--- config.mk ---
export PLATFORM = sky130hd
export DESIGN_NAME = router_pkt_tx
export DESIGN_NICKNAME = d
export VERILOG_FILES = /design/src/rtl/router_pkg.sv /design/src/rtl/router_tx_fifo.sv /design/src/rtl/router_pkt_tx.sv
export SDC_FILE = /design/constraint.sdc
export NUM_CORES = 1
export LEC_CHECK = 0
export CAP_MARGIN = 10
export CORE_AREA = 5 5 220 222
export DETAILED_ROUTE_END_ITERATION = 8
export DIE_AREA = 0 0 225 227
export PLACE_DENSITY = 0.76
export SLEW_MARGIN = 40
export SYNTH_ARGS = -nofsm -noshare
export SYNTH_HDL_FRONTEND = slang
export SYNTH_SLANG_ARGS = --single-unit
export TNS_END_PERCENT = 30
--- constraint.sdc ---
create_clock -name clockr -period 6.6 [get_ports clockr]
set_input_delay 1.32 -clock clockr [delete_from_list [all_inputs] [get_ports clockr]]
set_output_delay 1.32 -clock clockr [all_outputs]
set_load 0.01 [all_outputs]
--- src/rtl/router_pkg.sv ---
// Shared definitions for the router packet source.
//   TX_DATA_W / TX_LEN_W : byte width and payload-length field width of the router protocol
//   ADDR_ILLEGAL         : destination code with no router output behind it
//   tx_state_t           : packet transmitter FSM encoding
//   pack_header()        : builds the header byte {payload_len, dest_addr}
package router_pkg;

  localparam int TX_DATA_W = 8;
  localparam int TX_LEN_W  = 6;
  localparam int TX_ADDR_W = 2;

  localparam logic [TX_ADDR_W-1:0] ADDR_ILLEGAL = 2'b11;

  typedef enum logic [2:0] {
    TX_IDLE    = 3'd0,
    TX_HEADER  = 3'd1,
    TX_PAYLOAD = 3'd2,
    TX_PARITY  = 3'd3,
    TX_GAP     = 3'd4
  } tx_state_t;

  function automatic logic [TX_DATA_W-1:0] pack_header(input logic [TX_LEN_W-1:0]  len,
                                                       input logic [TX_ADDR_W-1:0] addr);
    return {len, addr};
  endfunction

endpackage

--- src/rtl/router_tx_fifo.sv ---
// Show-ahead synchronous FIFO holding payload bytes for the packet source.
//   i_clk, i_rst    : clock, synchronous active-high reset (empties the buffer)
//   i_wr_en/i_wr_data : push; ignored while o_full
//   i_pop           : remove the head entry (caller guarantees non-empty)
//   o_head          : current head entry
//   o_head_nxt      : entry behind the head, so the caller can register it on a pop
//   o_full, o_count : status
module router_tx_fifo #(
  parameter int DATA_W = 8,
  parameter int DEPTH  = 64
) (
  input  logic                       i_clk,
  input  logic                       i_rst,
  input  logic                       i_wr_en,
  input  logic [DATA_W-1:0]          i_wr_data,
  input  logic                       i_pop,
  output logic [DATA_W-1:0]          o_head,
  output logic [DATA_W-1:0]          o_head_nxt,
  output logic                       o_full,
  output logic [$clog2(DEPTH):0]     o_count
);

  localparam int AW = $clog2(DEPTH);

  logic [DATA_W-1:0] r_mem [DEPTH];
  logic [AW-1:0]     r_wr_ptr;
  logic [AW-1:0]     r_rd_ptr;
  logic [AW:0]       r_count;
  logic              w_push;

  assign o_full     = (r_count == (AW+1)'(DEPTH));
  assign w_push     = i_wr_en & ~o_full;
  assign o_head     = r_mem[r_rd_ptr];
  // Pointer arithmetic wraps naturally because DEPTH is a power of two.
  assign o_head_nxt = r_mem[r_rd_ptr + 1'b1];
  assign o_count    = r_count;

  always_ff @(posedge i_clk) begin
    if (i_rst) begin
      r_wr_ptr <= '0;
      r_rd_ptr <= '0;
      r_count  <= '0;
    end else begin
      if (w_push) r_wr_ptr <= r_wr_ptr + 1'b1;
      if (i_pop)  r_rd_ptr <= r_rd_ptr + 1'b1;
      case ({w_push, i_pop})
        2'b10:   r_count <= r_count + 1'b1;
        2'b01:   r_count <= r_count - 1'b1;
        default: r_count <= r_count;
      endcase
    end
  end

  // Storage carries no reset; only the pointers define what is valid.
  always_ff @(posedge i_clk) begin
    if (w_push) r_mem[r_wr_ptr] <= i_wr_data;
  end

endmodule

--- src/rtl/router_pkt_tx.sv ---
// Packet source for the 1x3 router input port. Payload bytes are buffered, then
// one packet is serialised as header, payload, parity (parity with pkt_valid low),
// followed by IDLE_GAP idle cycles. A byte is taken on a rising edge with busy=0.
//   clockr, resetr         : clock, synchronous active-high reset
//   wr_en, wr_data         : payload buffer push
//   buf_full, buf_count    : payload buffer status
//   start, dest_addr, payload_len, corrupt_parity : packet request (IDLE only)
//   busy                   : router stall
//   pkt_valid, data_out    : byte stream to the router
//   tx_active, done, req_err : transfer status
module router_pkt_tx
  import router_pkg::*;
#(
  parameter int DATA_W     = TX_DATA_W,
  parameter int LEN_W      = TX_LEN_W,
  parameter int FIFO_DEPTH = 64,
  parameter int IDLE_GAP   = 1
) (
  input  logic                          clockr,
  input  logic                          resetr,
  input  logic                          wr_en,
  input  logic [DATA_W-1:0]             wr_data,
  output logic                          buf_full,
  output logic [$clog2(FIFO_DEPTH):0]   buf_count,
  input  logic                          start,
  input  logic [1:0]                    dest_addr,
  input  logic [LEN_W-1:0]              payload_len,
  input  logic                          corrupt_parity,
  input  logic                          busy,
  output logic                          pkt_valid,
  output logic [DATA_W-1:0]             data_out,
  output logic                          tx_active,
  output logic                          done,
  output logic                          req_err
);

  localparam int CNT_W = $clog2(FIFO_DEPTH) + 1;
  localparam int GAP_W = (IDLE_GAP > 1) ? $clog2(IDLE_GAP + 1) : 1;

  tx_state_t          r_state, w_state_nxt;
  logic [LEN_W-1:0]   r_remain, w_remain_nxt;
  logic               r_corrupt, w_corrupt_nxt;
  logic [DATA_W-1:0]  r_parity, w_parity_nxt;
  logic [GAP_W-1:0]   r_gap, w_gap_nxt;
  logic               r_pkt_valid, w_pkt_valid_nxt;
  logic [DATA_W-1:0]  r_data, w_data_nxt;
  logic               r_tx_active, w_tx_active_nxt;
  logic               r_done, w_done_nxt;
  logic               r_req_err, w_req_err_nxt;

  logic               w_pop;
  logic [DATA_W-1:0]  w_head;
  logic [DATA_W-1:0]  w_head_nxt;
  logic [DATA_W-1:0]  w_header;
  logic [DATA_W-1:0]  w_par_final;
  logic               w_start_ok;

  router_tx_fifo #(
    .DATA_W (DATA_W),
    .DEPTH  (FIFO_DEPTH)
  ) u_fifo (
    .i_clk      (clockr),
    .i_rst      (resetr),
    .i_wr_en    (wr_en),
    .i_wr_data  (wr_data),
    .i_pop      (w_pop),
    .o_head     (w_head),
    .o_head_nxt (w_head_nxt),
    .o_full     (buf_full),
    .o_count    (buf_count)
  );

  assign w_header   = pack_header(payload_len, dest_addr);
  assign w_start_ok = (dest_addr != ADDR_ILLEGAL) && (payload_len != '0) &&
                      (buf_count >= CNT_W'(payload_len));
  // Accumulator including the byte currently being taken.
  assign w_par_final = r_parity ^ r_data;

  always_ff @(posedge clockr) begin
    if (resetr) begin
      r_state     <= TX_IDLE;
      r_remain    <= '0;
      r_corrupt   <= 1'b0;
      r_parity    <= '0;
      r_gap       <= '0;
      r_pkt_valid <= 1'b0;
      r_data      <= '0;
      r_tx_active <= 1'b0;
      r_done      <= 1'b0;
      r_req_err   <= 1'b0;
    end else begin
      r_state     <= w_state_nxt;
      r_remain    <= w_remain_nxt;
      r_corrupt   <= w_corrupt_nxt;
      r_parity    <= w_parity_nxt;
      r_gap       <= w_gap_nxt;
      r_pkt_valid <= w_pkt_valid_nxt;
      r_data      <= w_data_nxt;
      r_tx_active <= w_tx_active_nxt;
      r_done      <= w_done_nxt;
      r_req_err   <= w_req_err_nxt;
    end
  end

  // Every output is loaded from its next-state value, so outputs reflect the
  // state being entered. While busy holds, the register values are kept.
  always_comb begin
    w_state_nxt     = r_state;
    w_remain_nxt    = r_remain;
    w_corrupt_nxt   = r_corrupt;
    w_parity_nxt    = r_parity;
    w_gap_nxt       = r_gap;
    w_pkt_valid_nxt = r_pkt_valid;
    w_data_nxt      = r_data;
    w_tx_active_nxt = r_tx_active;
    w_done_nxt      = 1'b0;
    w_req_err_nxt   = 1'b0;
    w_pop           = 1'b0;

    case (r_state)
      TX_IDLE: begin
        w_pkt_valid_nxt = 1'b0;
        w_data_nxt      = '0;
        w_tx_active_nxt = 1'b0;
        if (start) begin
          if (w_start_ok) begin
            w_state_nxt     = TX_HEADER;
            w_remain_nxt    = payload_len;
            w_corrupt_nxt   = corrupt_parity;
            w_parity_nxt    = w_header;
            w_pkt_valid_nxt = 1'b1;
            w_data_nxt      = w_header;
            w_tx_active_nxt = 1'b1;
          end else begin
            w_req_err_nxt = 1'b1;
          end
        end
      end

      TX_HEADER: begin
        if (!busy) begin
          w_state_nxt = TX_PAYLOAD;
          w_data_nxt  = w_head;
        end
      end

      TX_PAYLOAD: begin
        if (!busy) begin
          // The byte on data_out is the FIFO head; popping it exposes the
          // next one, which start-time length checking guarantees is present.
          w_pop        = 1'b1;
          w_parity_nxt = w_par_final;
          w_remain_nxt = r_remain - 1'b1;
          if (r_remain == LEN_W'(1)) begin
            w_state_nxt     = TX_PARITY;
            w_pkt_valid_nxt = 1'b0;
            w_data_nxt      = r_corrupt ? ~w_par_final : w_par_final;
          end else begin
            w_data_nxt = w_head_nxt;
          end
        end
      end

      TX_PARITY: begin
        if (!busy) begin
          w_state_nxt = TX_GAP;
          w_done_nxt  = 1'b1;
          w_data_nxt  = '0;
          w_gap_nxt   = GAP_W'(IDLE_GAP - 1);
        end
      end

      TX_GAP: begin
        if (r_gap == '0) begin
          w_state_nxt     = TX_IDLE;
          w_tx_active_nxt = 1'b0;
        end else begin
          w_gap_nxt = r_gap - 1'b1;
        end
      end

      default: begin
        w_state_nxt = TX_IDLE;
      end
    endcase
  end

  assign pkt_valid = r_pkt_valid;
  assign data_out  = r_data;
  assign tx_active = r_tx_active;
  assign done      = r_done;
  assign req_err   = r_req_err;

endmodule

==> impl_metrics.yaml <==
critical_path:
  end_kind: "flop"
  crit_cells: 13
  crit_buf_inv: 0
  r2r_slack_ns: 2.39
  max_stage_delay_ns: 0.61
  worstReg2RegStart: "r_state[0]"
  path_common_cell: "nor2_1"
  start_kind: "flop"
  ff2ff_path_depth: 13
  crit_family: "simple AND/OR/NAND/NOR gates"
  path_max_fanout: 16
  slowest_stage: "ha_1"
  required_ns: 7.08
  r2r-end: "u_fifo.o_count[6]"
  crit_arrival_ns: 4.69
  crit_chain: "nor2_1 > nand2_1 > nor2_1 > ha_1 > xor2_1 > ha_1 > a21oi_1 > and3b_1 > a221oi_1 > nand4_1 > a31oi_1 > xnor2_1 > nor2_1"
  path_class: "flop to flop"
synth:
  syn_area_per_cell_um2: 15.7
  synthCells: 1749
  syn_area_um2: 27400
  synth-warning-count: 0
  ys_async_sr_fraction_pct: 0
  synth_top_area_share_pct: 56.2
  ys_types: 74
  ys.flop_type: "edfxtp_1"
  ys_ff_latch: 567
  yosysSeqAreaShare_pct: 60.2
  syn_nets: 1784
  synth-edff-count: 512
  synthTopCellsByArea: "edfxtp_1 (56%), mux4_2 (20%), dfxtp_1 (4.0%)"
  yosysTopAreaCell: "edfxtp_1"
min_path:
  hold_class: "flop to flop"
  whs_path_depth: 2
  min-delay-start: "pkt_valid"
  hold_path_end: "pkt_valid"
power:
  pwr-share-clk_pct: 44.6
  p_leak_nw: 9.01
  comb_power_share_pct: 2.4
  sequentialPowerShare_pct: 53.0
  powerDensity_nw_per_um2: 246
  ir_drop_mv: 0.208
  switchingPower_mw: 1.56
  netSwitchingFraction_pct: 20.9
  internal_power_mw: 5.88
floorplan:
  core-area_um2: 46200
  num_rows: 79
  io_pins: 42
  initial_core_util_pct: 59.3
  die_h_um: 227
  die-area_um2: 51100
  die_w_um: 225
cts:
  cts_setup_buffers: 0
  cts-root-buf: "clkbuf_16"
  clk_latency_ns: 0.64
  cts_made_buffers: 57
  cts-hold-fix-buffers: 0
  htree_levels: 2
  cts_buffer_depth: 3
  cts_resized: 0
  clock_sinks: 567
  clk_pin_slew_ns: 0.07
  cts_tree: "done"
run_status:
  outcome: "finished clean"
cells_and_area:
  synthToLayoutAreaGrowth_pct: 10.4
  drive_above_1_share_pct: 23.9
  fin_cells: 2409
  nNetsFinal: 1789
drt:
  routed_wl_um: 78300
  wl_per_cell_um: 32.5
  top_layer: "met5"
  drc_errors: 0
  wl_met3_um: 10800
  ant_nets: 0
  via_per_inst: 7.37
  m1WireLength_um: 27600
  vias: 17755
  drt_iter0_markers: 2888
  route.met2.wl_um: 36000
  dr.pass1.iters: 6
timing:
  skew_ns: 0.0282
  drv_slew: 0
  final_hold_viol_count: 0
  rsz0062_at_grt: "false"
  worstMarginPinSlew_ns: 0.928
  fmax_ghz: 0.238
  setup_violations: 0
  setup_tns_ns: 0
  slew_headroom_pct: 37.9
  fin_crit_sh_pct: 63.8
  fin_crit_ns: 4.21
grt:
  grt_pass1_vias: 17396
  grt_max_degree: 65
  grt_usage_pct: 30.9
  overflow: 0
  grt_pass1_wl_um: 117000
  antenna_found_initial: 3
placed_design:
  place.gp.congestion: 1.02
  dp_hpwl_um: 50600
  dp_cells: 2300
  portBuffers: 41
job:
  drv_cap: 0
[flip-flops by register name (all words and copies together) (netlist names), named ones only]
| signal | cells |
|---|---|
| u_fifo.r_mem | 512 |
| data_out | 8 |
| r_parity | 8 |
| u_fifo.o_count | 7 |
| r_remain | 6 |
| u_fifo.r_rd_ptr | 6 |
| u_fifo.r_wr_ptr | 6 |
| r_state | 3 |
| done | 1 |
| pkt_valid | 1 |
| r_corrupt | 1 |
| req_err | 1 |
| tx_active | 1 |
[synthesized netlist by cell type, drive strengths merged (5+ instances only)]
cell type	count
nand2	127
nor2b	18
or2	6
dfxtp	55
xnor2	20
a211o	8
clkbuf	57
mux2i	51
nand3b	8
nor2	152
a32oi	9
nor3	20
a22oi	8
mux4	246
inv	27
o221ai	8
a31oi	11
nand4	17
or3	5
o22ai	12
buf	71
edfxtp	512
nand2b	10
a211oi	27
nand3	30
a21oi	68
nor4	7
ha	13
and3	10
a221oi	10
xor2	12
o21ai	60
and2	7
[metal layers]
layer  GRT usage, %  vias up
li1               -     7086
met1           42.3     8902
met2           47.3     1503
met3           9.59      260
met4           12.8        4
met5              0        -
[logic make-up after synthesis]
family | synth area share (%)
xor+xnor | 1.15
compound gates | 6.01
simple gates | 7.28
mux | 22.2
buf+inv | 2.61
fa+ha+maj | 0.594
flops | 60.2
[worst register-to-register path, cell delays in order (launching register included)]
cell and delay, ns:
dfxtp_1 0.39, nor2_1 0.43, nand2_1 0.39, nor2_1 0.53
ha_1 0.61, xor2_1 0.14, ha_1 0.20, a21oi_1 0.23
and3b_1 0.21, a221oi_1 0.36, nand4_1 0.16, a31oi_1 0.22
xnor2_1 0.15, nor2_1 0.05
[worst max-delay path by stage]
stage          slack, ns  startpoint                 to
2_1_floorplan       2.69        busy  u_fifo.o_count[4]
3_3_place_gp        1.96        busy  u_fifo.o_count[6]
3_5_place_dp        1.84        busy  u_fifo.o_count[6]
4_1_cts             2.42  r_state[0]  u_fifo.o_count[6]
5_1_grt             1.94  r_state[0]  u_fifo.o_count[6]
6_report            2.39  r_state[0]  u_fifo.o_count[6]
[per-stage QoR]
stage / hold slack (ns) / util, % / setup WS [ns] / power, mW / cell area (um^2)
2_1_floorplan: 0.445 / - / 2.69 / 4.08 / 27400
3_3_place_gp: 0.446 / 61.0 / 1.96 / 4.19 / 28200
3_5_place_dp: 0.457 / 61.2 / 1.84 / 4.19 / 28300
4_1_cts: 0.466 / 65.3 / 2.42 / 7.44 / 30100
5_1_grt: 0.487 / 65.4 / 1.94 / 7.62 / 30200
6_report: 0.462 / 65.5 / 2.39 / 7.44 / 30200
[power by group through the flow]
stage	clock network (mW)	registers (mW)	logic [mW]
2_1_floorplan	0	4.01	0.0761
3_3_place_gp	0	4.01	0.173
3_5_place_dp	0	4.02	0.179
4_1_cts	3.33	3.94	0.179
5_1_grt	3.49	3.94	0.193
6_report	3.32	3.94	0.182
[cells in the final DEF, fill, tap and decap left out, drive strengths merged, types with 9 or more instances in the layout]
master,n
nand2b,10
a21oi,68
dfxtp,55
nand4,17
o21ai,60
a32oi,9
edfxtp,512
a221oi,10
nor2,152
nor3,20
ha,13
clkdlybuf4s50,32
clkbuf,67
inv,31
clkinv,21
buf,42
mux4,246
xnor2,20
nor2b,18
nand3,30
a31oi,11
mux2i,51
a211oi,27
and3,10
xor2,12
o22ai,12
nand2,127
[layout make-up]
| type | instances | area (um^2) |
|---|---|---|
| flip-flops and latches | 567 | 16500 |
| fillers | 3079 | 15900 |
| multi-input cells | 1027 | 10300 |
| clock buffers | 67 | 1460 |
| well taps | 607 | 759 |
| repair buffers | 74 | 686 |
| clock inverters | 39 | 422 |
| inverters | 27 | 101 |
| diodes | 1 | 2.50 |
No activity file was read; power rests on OpenSTA's default activity.
